### config.mk
export PLATFORM = sky130hd
export DESIGN_NAME = rcon_seq
export DESIGN_NICKNAME = d
export VERILOG_FILES = /design/src/rtl/rcon_seq.sv
export SDC_FILE = /design/constraint.sdc
export NUM_CORES = 1
export LEC_CHECK = 0
export CORE_ASPECT_RATIO = 0.6
export CORE_MARGIN = 3
export CORE_UTILIZATION = 25
export CTS_BUF_LIST = sky130_fd_sc_hd__clkbuf_2 sky130_fd_sc_hd__clkbuf_4 sky130_fd_sc_hd__clkbuf_8
export DETAILED_ROUTE_END_ITERATION = 10
export HOLD_SLACK_MARGIN = 0.08
export PLACE_DENSITY = 0.56
export SLEW_MARGIN = 20
export SYNTH_ARGS = -nofsm -noshare
export SYNTH_HDL_FRONTEND = slang
export SYNTH_SLANG_ARGS = --single-unit
### constraint.sdc
create_clock -name clk -period 1.7 [get_ports clk]
set_input_delay 0.17 -clock clk [delete_from_list [all_inputs] [get_ports clk]]
set_output_delay 0.17 -clock clk [all_outputs]
set_load 0.01 [all_outputs]
### src/rtl/rcon_seq.sv
// rcon_seq: sequential AES key-expansion round-constant generator.
// Steps the Rcon byte through GF(2^8) (modulo 0x11B) instead of using a
// round-indexed lookup, and hands each constant out on a valid/next handshake.
// The optional inverse walk, for on-the-fly decryption key schedules, is
// compiled in when the macro RCON_INVERSE_EN is defined. Without it, dir is
// ignored and every sequence runs forward.
module rcon_seq #(
  parameter int WORD_W = 32
) (
  input  logic              clk,
  input  logic              rst_n,
  input  logic              start,
  input  logic [1:0]        key_size,
  input  logic              dir,
  input  logic              next,
  output logic [WORD_W-1:0] rcon,
  output logic              rcon_valid,
  output logic [3:0]        round,
  output logic              last,
  output logic              done,
  output logic              busy
);

  typedef enum logic [1:0] {
    S_IDLE = 2'd0,
    S_RUN  = 2'd1,
    S_DONE = 2'd2
  } state_t;

  state_t     state_q, state_d;
  logic [7:0] byte_q,  byte_d;
  logic [3:0] round_q, round_d;
  logic [3:0] len_q,   len_d;
  logic       last_q,  last_d;
  logic       valid_q, valid_d;
  logic       done_q,  done_d;

  // Multiply by x in GF(2^8): shift left, fold bit 8 back with 0x1B.
  function automatic logic [7:0] fwd_step(input logic [7:0] b);
    fwd_step = {b[6:0], 1'b0} ^ (b[7] ? 8'h1B : 8'h00);
  endfunction

  // Number of constants consumed by each key size; the reserved code
  // 11 behaves like AES-128.
  function automatic logic [3:0] len_of(input logic [1:0] ks);
    case (ks)
      2'b01:   len_of = 4'd8;
      2'b10:   len_of = 4'd7;
      default: len_of = 4'd10;
    endcase
  endfunction

`ifdef RCON_INVERSE_EN
  logic inv_q, inv_d;

  // Divide by x in GF(2^8): undo the 0x1B fold when the low bit shows
  // that the forward step reduced.
  function automatic logic [7:0] inv_step(input logic [7:0] b);
    if (b[0]) inv_step = ((b ^ 8'h1B) >> 1) | 8'h80;
    else      inv_step = b >> 1;
  endfunction

  // Final forward constant for a given length; the inverse walk begins here.
  function automatic logic [7:0] inv_seed(input logic [3:0] len);
    case (len)
      4'd8:    inv_seed = 8'h80;
      4'd7:    inv_seed = 8'h40;
      default: inv_seed = 8'h36;
    endcase
  endfunction
`else
  // dir stays on the port list so both builds share one interface.
  logic unused_dir;
  assign unused_dir = dir;
`endif

  // Next-state, next-constant and registered-output computation.
  always_comb begin
    state_d = state_q;
    byte_d  = byte_q;
    round_d = round_q;
    len_d   = len_q;
    last_d  = last_q;
    valid_d = valid_q;
    done_d  = 1'b0;
`ifdef RCON_INVERSE_EN
    inv_d   = inv_q;
`endif

    if (start) begin
      // start wins in every state; a RUN abort produces no done pulse.
      state_d = S_RUN;
      valid_d = 1'b1;
      len_d   = len_of(key_size);
      last_d  = 1'b0;
`ifdef RCON_INVERSE_EN
      inv_d   = dir;
      byte_d  = dir ? inv_seed(len_d) : 8'h01;
      round_d = dir ? len_d : 4'd1;
`else
      byte_d  = 8'h01;
      round_d = 4'd1;
`endif
    end else begin
      case (state_q)
        S_RUN: begin
          if (next && valid_q) begin
            if (last_q) begin
              // Final constant accepted: drop the outputs to idle zeros.
              state_d = S_DONE;
              valid_d = 1'b0;
              byte_d  = 8'h00;
              round_d = 4'd0;
              last_d  = 1'b0;
              done_d  = 1'b1;
            end else begin
`ifdef RCON_INVERSE_EN
              if (inv_q) begin
                byte_d  = inv_step(byte_q);
                round_d = round_q - 4'd1;
                last_d  = (round_d == 4'd1);
              end else begin
                byte_d  = fwd_step(byte_q);
                round_d = round_q + 4'd1;
                last_d  = (round_d == len_q);
              end
`else
              byte_d  = fwd_step(byte_q);
              round_d = round_q + 4'd1;
              last_d  = (round_d == len_q);
`endif
            end
          end
        end
        S_DONE: begin
          state_d = S_IDLE;
        end
        default: begin
          state_d = S_IDLE;
        end
      endcase
    end
  end

  // State and output registers; reset forces the idle, all-zero view.
  always_ff @(posedge clk or negedge rst_n) begin
    if (!rst_n) begin
      state_q <= S_IDLE;
      byte_q  <= 8'h00;
      round_q <= 4'd0;
      len_q   <= 4'd10;
      last_q  <= 1'b0;
      valid_q <= 1'b0;
      done_q  <= 1'b0;
    end else begin
      state_q <= state_d;
      byte_q  <= byte_d;
      round_q <= round_d;
      len_q   <= len_d;
      last_q  <= last_d;
      valid_q <= valid_d;
      done_q  <= done_d;
    end
  end

`ifdef RCON_INVERSE_EN
  // Direction latched with start.
  always_ff @(posedge clk or negedge rst_n) begin
    if (!rst_n) inv_q <= 1'b0;
    else        inv_q <= inv_d;
  end
`endif

  // Place the byte in the top lane of the word; byte_q is already zero
  // whenever no constant is live.
  always_comb begin
    rcon = '0;
    rcon[WORD_W-1 -: 8] = byte_q;
  end

  assign rcon_valid = valid_q;
  assign round      = round_q;
  assign last       = last_q;
  assign done       = done_q;
  assign busy       = valid_q;

endmodule

==> results.json, run 1 <==
{
  "status": "finished clean",
  "synth_area_leaders": "dfrtp_1, buf_4, a22o_1",
  "synth_edf_count": 0,
  "switchingPower_uw": 299,
  "synth.avg_cell_area_sq_um": 11.1,
  "slowest_delay_ns": 0.61,
  "r2r-start": "busy",
  "yosysTopAreaCellShare": 0.401,
  "vias": 700,
  "finalMaxSlewViolations": 0,
  "period_needed_ns": 1.55,
  "wl_mm": 2.13,
  "cp_cell_sequence": "clkdlybuf4s50_1",
  "p_sw_frac": 0.249,
  "rsz0062_at_grt": "no",
  "die_area_sq_um": 5360,
  "start_util": 0.267,
  "first_iter_violations": 59,
  "crit_family": "buffers and inverters",
  "cts_root_buf": "clkbuf_8",
  "cts_setup_buffers": 0,
  "irDropWorstVdd_uv": 294,
  "antennaDiodeCount": 0,
  "cts_resized": 0,
  "critPathBufInv": 1,
  "synthArstFlopShare": 1.00,
  "dr.pass1.iters": 4,
  "cp.arrival_ns": 1.38,
  "clkPwrFrac": 0.400,
  "hpwl_mm": 1.57,
  "track_usage": 0.0812,
  "hp-class": "input port to async pin",
  "p_leak_uw": 0.000615,
  "drive_above_1_share": 0.113,
  "worstSetupPathType": "register to output pin",
  "rows": 18,
  "seqPwrFrac": 0.439,
  "power.internal_uw": 904,
  "die_h_microns": 57.9,
  "ff2ff_path_depth": 4,
  "cp.required_ns": 1.53,
  "total_power_uw": 1200,
  "ys_warn_count": 0,
  "setup_tns_ns": 0,
  "cts_hold_buf": 0,
  "yosysSeqAreaShare": 0.448,
  "synth_seq_cells": 20,
  "worstReg2RegEnd": "last",
  "port_buffers": 21,
  "ctsLongestPathBuffers": 2,
  "grt_max_degree": 21,
  "ff2ff_setup_slack_ns": 0.27,
  "setup_violations": 0,
  "areaGrowthSynthToFinish_pct": 22.3,
  "grt_pass1_wl_mm": 3.39,
  "core_area_sq_um": 4210,
  "synth_top_area_cell": "dfrtp_1",
  "cts_tree": "yes",
  "overflow": 0,
  "antenna_found_initial": 0,
  "post_drt_wl_per_cell_microns": 11.6,
  "synthCells": 101,
  "combinationalPowerShare": 0.162,
  "n_fill_cell": 446,
  "worst_setup_path_end_kind": "output pin",
  "p_per_area_nw_per_um2": 876,
  "cp_max_fo": 7,
  "insertion_delay_ns": 0.26,
  "cts.sinks": 20,
  "layout.nets": 133,
  "drc_errors": 0,
  "hold_violations": 0,
  "timing.final.ws_setup_ns": 0.147,
  "synthFlopType": "dfrtp_1",
  "ys_types": 33,
  "place_ws_ns": 0.0599,
  "die_w_microns": 92.5,
  "first_global_vias": 659,
  "skew_ns": 0.00654,
  "htreeDepth": 1,
  "io_pins": 47,
  "fmax_mhz": 644,
  "fin_crit_sh": 0.914,
  "worst-path-stages": 1,
  "cp_slowest_cell": "clkdlybuf4s50_1",
  "avgViaCountPerCell": 3.80,
  "ant_nets": 0,
  "syn_area_sq_um": 1120,
  "numCtsBuffers": 3,
  "gp_congestion": 0.712,
  "path_clk_slew_ns": 0.08,
  "cap_violations": 0,
  "cp-start-kind": "register"
}
[layout by cell type, fill, tap and decap left out, types with 2 or more instances in the layout]
master | netlist | routed
mux2i_1 | 2 | 2
inv_1 | 4 | 4
nand3_1 | 3 | 3
nand3b_1 | 2 | 2
conb_1 | 1 | 24
clkbuf_8 | 0 | 3
dfrtp_1 | 18 | 18
nor3_1 | 3 | 3
o21ai_0 | 3 | 3
clkdlybuf4s50_1 | 0 | 21
buf_4 | 25 | 3
dfstp_2 | 2 | 2
a22o_1 | 9 | 9
xor2_1 | 6 | 6
a211o_1 | 2 | 2
[Yosys cell counts (2+ instances only)]
cell / number
dfstp_2: 2
a211o_1: 2
a22o_1: 9
buf_4: 25
nand3b_1: 2
nor3_1: 3
o21ai_0: 3
nand3_1: 3
inv_1: 4
buf_6: 2
xor2_1: 6
dfrtp_1: 18
mux2i_1: 2
[logic make-up after synthesis]
logic type               synth area share
AO/OA/AOI/OAI                       0.137
XOR/XNOR                           0.0546
adder cells (fa/ha/maj)            0.0111
buffers and inverters               0.205
flip-flops                          0.448
multiplexers                       0.0178
other                             0.00334
AND/OR/NAND/NOR                     0.124
[worst max path at each step]
stage,from,to
after floorplan,busy,byte_q[2]
after global placement,next,byte_q[7]
after detailed placement,next,byte_q[1]
after CTS,last,last
after global routing,last,last
final,last,last
[stage by stage]
stage / utilization / hold slack [ns] / area (sq um) / instances
after global routing: 0.326 / 0.283 / 1370 / 184
after global placement: 0.309 / 0.508 / 1300 / 180
after floorplan: - / -0.126 / 1210 / 124
after detailed placement: 0.309 / 0.511 / 1300 / 180
final: 0.326 / 0.249 / 1370 / 184
after CTS: 0.326 / 0.261 / 1370 / 184
[registers in the layout, indices dropped and copies added (netlist names)]
signal / cells
busy: 1
last: 1
round: 4
done: 1
byte_q: 8
len_q: 3
state_q: 2
[power groups by stage]
stage               clock network, uW  registers (uW)  logic (uW)
CTS                               496             528         196
finish                            481             528         195
floorplan                           0             539         155
global route                      509             533         215
detailed placement                  0             537         195
global placement                    0             536         190
[cell type report]
type	instances	area [sq um]	area share
repair buffers	24	233	0.169
inverters	4	15.0	0.0109
flip-flops and latches	20	503	0.366
multi-input cells	72	477	0.347
well taps	60	75.1	0.0546
clock inverters	1	30.0	0.0219
clock buffers	3	41.3	0.0301
[per-layer routing]
metal | GRT usage | up-vias | share of wire
met3 | 0.0324 | 2 | 0.071
li1 | - | 344 | -
met5 | 0 | - | 0
met4 | 0.0190 | 0 | 0.0038
met1 | 0.111 | 333 | 0.48
met2 | 0.121 | 21 | 0.45
Note: power is estimated with default switching activity, not from simulation.
==> inputs of run 2 (changes only) <==
--- a/config.mk
+++ b/config.mk
@@ -5,13 +5,16 @@
 export SDC_FILE = /design/constraint.sdc
 export NUM_CORES = 1
 export LEC_CHECK = 0
+export CELL_PAD_IN_SITES_DETAIL_PLACEMENT = 1
+export CELL_PAD_IN_SITES_GLOBAL_PLACEMENT = 1
 export CORE_ASPECT_RATIO = 0.6
 export CORE_MARGIN = 3
 export CORE_UTILIZATION = 25
 export CTS_BUF_LIST = sky130_fd_sc_hd__clkbuf_2 sky130_fd_sc_hd__clkbuf_4 sky130_fd_sc_hd__clkbuf_8
+export CTS_CLUSTER_SIZE = 28
 export DETAILED_ROUTE_END_ITERATION = 10
 export HOLD_SLACK_MARGIN = 0.08
-export PLACE_DENSITY = 0.56
+export PLACE_DENSITY = 0.69
 export SLEW_MARGIN = 20
 export SYNTH_ARGS = -nofsm -noshare
 export SYNTH_HDL_FRONTEND = slang
==> run 2 against run 1 <==
Die area stayed put. Hold slack got worse by 0.12 ns. First-iteration DRC count is 32% lower. Count of clock-buffer cells in the layout grew 1. Critical endpoint is now rcon[31]. Largest power group unchanged.
==> results.json, run 2 (same netlist as run 1, synthesis figures left out) <==
{
  "status": "finished clean",
  "layout_common_cells": "conb_1, clkdlybuf4s50_1, dfrtp_1",
  "p_leak_uw": 0.000611,
  "rows": 18,
  "cap_violations": 0,
  "worstReg2RegEnd": "last",
  "slowest_delay_ns": 0.59,
  "crit_family": "buffers and inverters",
  "cts_hold_buf": 0,
  "ff2ff_path_depth": 5,
  "rsz0062_at_grt": "no",
  "grt_max_degree": 17,
  "post_drt_wl_per_cell_microns": 12.5,
  "fin_crit_sh": 0.889,
  "start_util": 0.267,
  "largest_reg_flops": 8,
  "r2r-start": "round[0]",
  "overflow": 0,
  "htreeDepth": 1,
  "critPathBufInv": 1,
  "ff2ff_setup_slack_ns": 0.32,
  "dr.pass1.iters": 4,
  "layout.nets": 134,
  "die_h_microns": 57.9,
  "avgViaCountPerCell": 4.03,
  "areaGrowthSynthToFinish_pct": 20.9,
  "hpwl_mm": 1.80,
  "power.internal_uw": 774,
  "ant_nets": 0,
  "n_fill_cell": 480,
  "drc_errors": 0,
  "grt_pass1_wl_mm": 3.93,
  "cp_max_fo": 6,
  "hp-class": "input port to async pin",
  "first_global_vias": 787,
  "drive_above_1_share": 0.120,
  "p_per_area_nw_per_um2": 779,
  "cts_root_buf": "clkbuf_8",
  "first_iter_violations": 40,
  "stdcell_area_sq_um": 1360,
  "switchingPower_uw": 285,
  "die_w_microns": 92.5,
  "cp_slowest_cell": "clkdlybuf4s50_1",
  "hold_violations": 0,
  "finalMaxSlewViolations": 0,
  "cts_tree": "yes",
  "gp_congestion": 0.748,
  "fmax_mhz": 662,
  "cp.arrival_ns": 1.34,
  "seqPwrFrac": 0.498,
  "skew_ns": 0.00215,
  "cts.sinks": 20,
  "irDropWorstVdd_uv": 310,
  "insertion_delay_ns": 0.25,
  "worst_setup_path_end_kind": "output pin",
  "cp-start-kind": "register",
  "worst-path-stages": 1,
  "core_area_sq_um": 4210,
  "clkPwrFrac": 0.315,
  "p_sw_frac": 0.269,
  "ctsLongestPathBuffers": 2,
  "wl_mm": 2.31,
  "cts_resized": 0,
  "path_clk_slew_ns": 0.07,
  "track_usage": 0.0931,
  "cp.required_ns": 1.53,
  "crit_end": "rcon[31]",
  "antennaDiodeCount": 0,
  "io_pins": 47,
  "regMostFlops": "byte_q",
  "postPlaceCellArea_sq_um": 1310,
  "worstSetupPathType": "register to output pin",
  "setup_tns_ns": 0,
  "combinationalPowerShare": 0.187,
  "layout_commonest_cell": "conb_1",
  "die_area_sq_um": 5360,
  "period_needed_ns": 1.51,
  "vias": 746,
  "port_buffers": 21,
  "critical_path.startpoint": "byte_q[7]",
  "numCtsBuffers": 3,
  "cp_cell_sequence": "clkdlybuf4s50_1",
  "cts_setup_buffers": 0,
  "setup_violations": 0,
  "antenna_found_initial": 0
}
run 2: cell types whose count changed in the layout (fill, tap and decap cells not counted):
cell,previous run,this run
buf_4,3,4
bufinv_16,1,0
clkbuf_4,0,1
run 2: power by group through the flow:
stage | Sequential [uW] | Clock (uW) | Combinational [uW]
6_report | 527 | 334 | 198
5_1_grt | 532 | 370 | 220
4_1_cts | 528 | 350 | 199
3_5_place_dp | 537 | 0 | 198
3_3_place_gp | 535 | 0 | 193
2_1_floorplan | 539 | 0 | 155
run 2: worst min-delay path by stage:
stage	slack, ns	startpoint	to	cells past startpoint
after floorplan	-0.13	rst_n	busy	0
after global placement	0.40	rst_n	len_q[2]	1
after detailed placement	0.41	rst_n	len_q[2]	1
after CTS	0.13	rst_n	len_q[2]	1
after global routing	0.14	rst_n	len_q[2]	1
final	0.13	rst_n	len_q[2]	1
run 2: per-stage QoR:
| stage | hold WS [ns] | util | power [uW] | std cells | setup slack, ns |
|---|---|---|---|---|---|
| after floorplan | -0.126 | - | 694 | 124 | 0.442 |
| after global placement | 0.404 | 0.311 | 728 | 181 | 0.109 |
| after detailed placement | 0.411 | 0.311 | 735 | 181 | 0.0752 |
| after CTS | 0.132 | 0.323 | 1080 | 185 | 0.174 |
| after global routing | 0.141 | 0.323 | 1120 | 185 | 0.140 |
| final | 0.131 | 0.323 | 1060 | 185 | 0.189 |
run 2: final cells by class:
class / instances / area [sq um] / share of cell area
Timing Repair Buffer: 25 / 240 / 0.177
Inverter: 4 / 15.0 / 0.0110
Sequential cell: 20 / 503 / 0.370
Clock buffer: 4 / 48.8 / 0.0359
Multi-Input combinational cell: 72 / 477 / 0.351
Tap cell: 60 / 75.1 / 0.0552
run 2: worst register-to-register path, delay by kind of cell, from the launching register on:
family | cells | cell delay (ns)
AOI/OAI and AO/OA | 3 | 0.33
adders and majority gates | 1 | 0.28
xor gates and xnor gates | 1 | 0.21
DFF | 1 | 0.45
run 2: per-layer routing:
| metal | share of wire | up-vias | GRT usage |
|---|---|---|---|
| met3 | 0.065 | 4 | 0.0415 |
| met5 | 0 | - | 0 |
| met2 | 0.51 | 15 | 0.152 |
| met1 | 0.42 | 380 | 0.113 |
| li1 | - | 347 | - |
| met4 | 0.0074 | 0 | 0.0254 |
==> inputs of run 3 (changes only) <==
--- a/config.mk
+++ b/config.mk
@@ -15,6 +15,7 @@
 export DETAILED_ROUTE_END_ITERATION = 10
 export HOLD_SLACK_MARGIN = 0.08
 export PLACE_DENSITY = 0.69
+export SETUP_SLACK_MARGIN = 0.5
 export SLEW_MARGIN = 20
 export SYNTH_ARGS = -nofsm -noshare
 export SYNTH_HDL_FRONTEND = slang
==> run 3 against run 2 <==
Total power rose by 7.8%. Clock power is 8.7% higher. Critical path type is now register to register. Via count up 7.8%. Utilization increased by 4.0 points. Sequential cell count unchanged. Final area increased by 12%. Combinational power is 27% higher. Critical endpoint is now last.
==> results.json, run 3 (same netlist as run 1, synthesis figures left out) <==
{
  "insertion_delay_ns": 0.26,
  "dp.cells": 181,
  "skew_ns": 0.00141,
  "drc_errors": 0,
  "die_h_microns": 57.9,
  "layout_commonest_cell": "conb_1",
  "setup_violations": 0,
  "n_fill_cell": 482,
  "seqPwrFrac": 0.461,
  "rsz0062_at_grt": "yes",
  "areaGrowthSynthToFinish_pct": 36.0,
  "hp-class": "input port to async pin",
  "start_util": 0.267,
  "cap_violations": 0,
  "seqCellArea_sq_um": 509,
  "combinationalPowerShare": 0.221,
  "total_power_uw": 1140,
  "grt_max_degree": 21,
  "core_area_sq_um": 4210,
  "die_w_microns": 92.5,
  "wl_mm": 2.72,
  "largest_reg_flops": 8,
  "p_per_area_nw_per_um2": 747,
  "hold_violations": 0,
  "worst_setup_path_end_kind": "register",
  "port_buffers": 21,
  "numCtsBuffers": 3,
  "vias": 804,
  "cp.arrival_ns": 1.41,
  "dr.pass1.iters": 4,
  "period_needed_ns": 1.26,
  "fin_crit_sh": 0.744,
  "power.internal_uw": 828,
  "ctsLongestPathBuffers": 2,
  "ant_nets": 0,
  "avgViaCountPerCell": 4.04,
  "antennaDiodeCount": 0,
  "cts_hold_buf": 0,
  "regMostFlops": "byte_q",
  "layout.nets": 148,
  "switchingPower_uw": 314,
  "cts.sinks": 20,
  "first_global_vias": 841,
  "finalMaxSlewViolations": 0,
  "hold_slack_ns": 0.255,
  "cts_root_buf": "clkbuf_8",
  "drive_above_1_share": 0.288,
  "final_cells": 199,
  "die_area_sq_um": 5360,
  "overflow": 0,
  "io_pins": 47,
  "worstSetupPathType": "register to register",
  "cp_max_fo": 4,
  "grt_pass1_wl_mm": 4.27,
  "cp.required_ns": 1.84,
  "cp-start-kind": "register",
  "worstReg2RegEnd": "last",
  "fmax_mhz": 791,
  "clkPwrFrac": 0.318,
  "path_clk_slew_ns": 0.07,
  "layout_common_cells": "conb_1, dfrtp_1, buf_4",
  "p_sw_frac": 0.275,
  "p_leak_uw": 0.000761,
  "hpwl_mm": 1.86,
  "cts_tree": "yes",
  "multiInputGateArea_sq_um": 529,
  "r2r-start": "round[1]",
  "track_usage": 0.103,
  "first_iter_violations": 36,
  "ff2ff_setup_slack_ns": 0.44,
  "rows": 18,
  "setup_tns_ns": 0,
  "htreeDepth": 1,
  "post_drt_wl_per_cell_microns": 13.7,
  "irDropWorstVdd_uv": 301,
  "gp_congestion": 0.700,
  "ff2ff_path_depth": 4,
  "status": "finished clean",
  "antenna_found_initial": 0
}
==> run 3: cell types whose count changed in the layout (fill, tap and decap cells not counted), moves of 5 or more <==
cell             change
dfrtp_2              +5
clkdlybuf4s50_1     -17
buf_4                +9
dfrtp_1              -5
dlygate4sd2_1       +11
==> run 3: per-stage QoR <==
stage | area (sq um) | worst slack, ns | utilization
after floorplan | 1210 | 0.499 | -
after global placement | 1320 | 0.115 | 0.312
after detailed placement | 1320 | 0.0651 | 0.312
after CTS | 1490 | 0.343 | 0.354
after global routing | 1530 | 0.382 | 0.363
final | 1530 | 0.435 | 0.363
==> run 3: how the worst max path moves through the flow <==
stage | start | slack [ns] | endpoint | cells after the start
finish | round[1] | 0.44 | last | 4
global route | state_q[1] | 0.38 | round[2] | 5
CTS | last | 0.34 | last | 1
detailed placement | next | 0.07 | byte_q[7] | 5
global placement | next | 0.12 | byte_q[1] | 5
floorplan | busy | 0.50 | byte_q[2] | 4
==> run 3: layout make-up <==
type	count	share of cell area
Sequential cell	20	0.333
Inverter	4	0.00983
Multi-Input combinational cell	73	0.346
Tap cell	60	0.0491
Clock buffer	4	0.0360
Timing Repair Buffer	38	0.225
==> run 3: power groups by stage <==
stage                     registers [uW]  logic (uW)  clock network [uW]
after detailed placement             539         200                   0
after global placement               537         192                   0
after floorplan                      540         156                   0
after global routing                 531         276                 391
final                                527         252                 363
after CTS                            527         242                 372
==> run 3: worst max-delay path: stages (launching register included) <==
cell and delay [ns]:
dfrtp_1 0.44, ha_4 0.21, xor2_2 0.15, o211ai_1 0.25, o21ai_1 0.09
==> run 3: routing by layer <==
layer / GRT usage / routed length (microns)
met4: 0.0148 / 32
met1: 0.118 / 1060
met5: 0 / 0
met2: 0.190 / 1470
met3: 0.0389 / 167
==> run 3: timing repair <==
action / CTS / global route
setup endpoints to repair: 27 / 19
cloned: 1 / 0
gates resized for setup: 28 / 9
hold endpoints to repair: 0 / 0
setup buffers: 11 / 2
pin swaps: 9 / 4
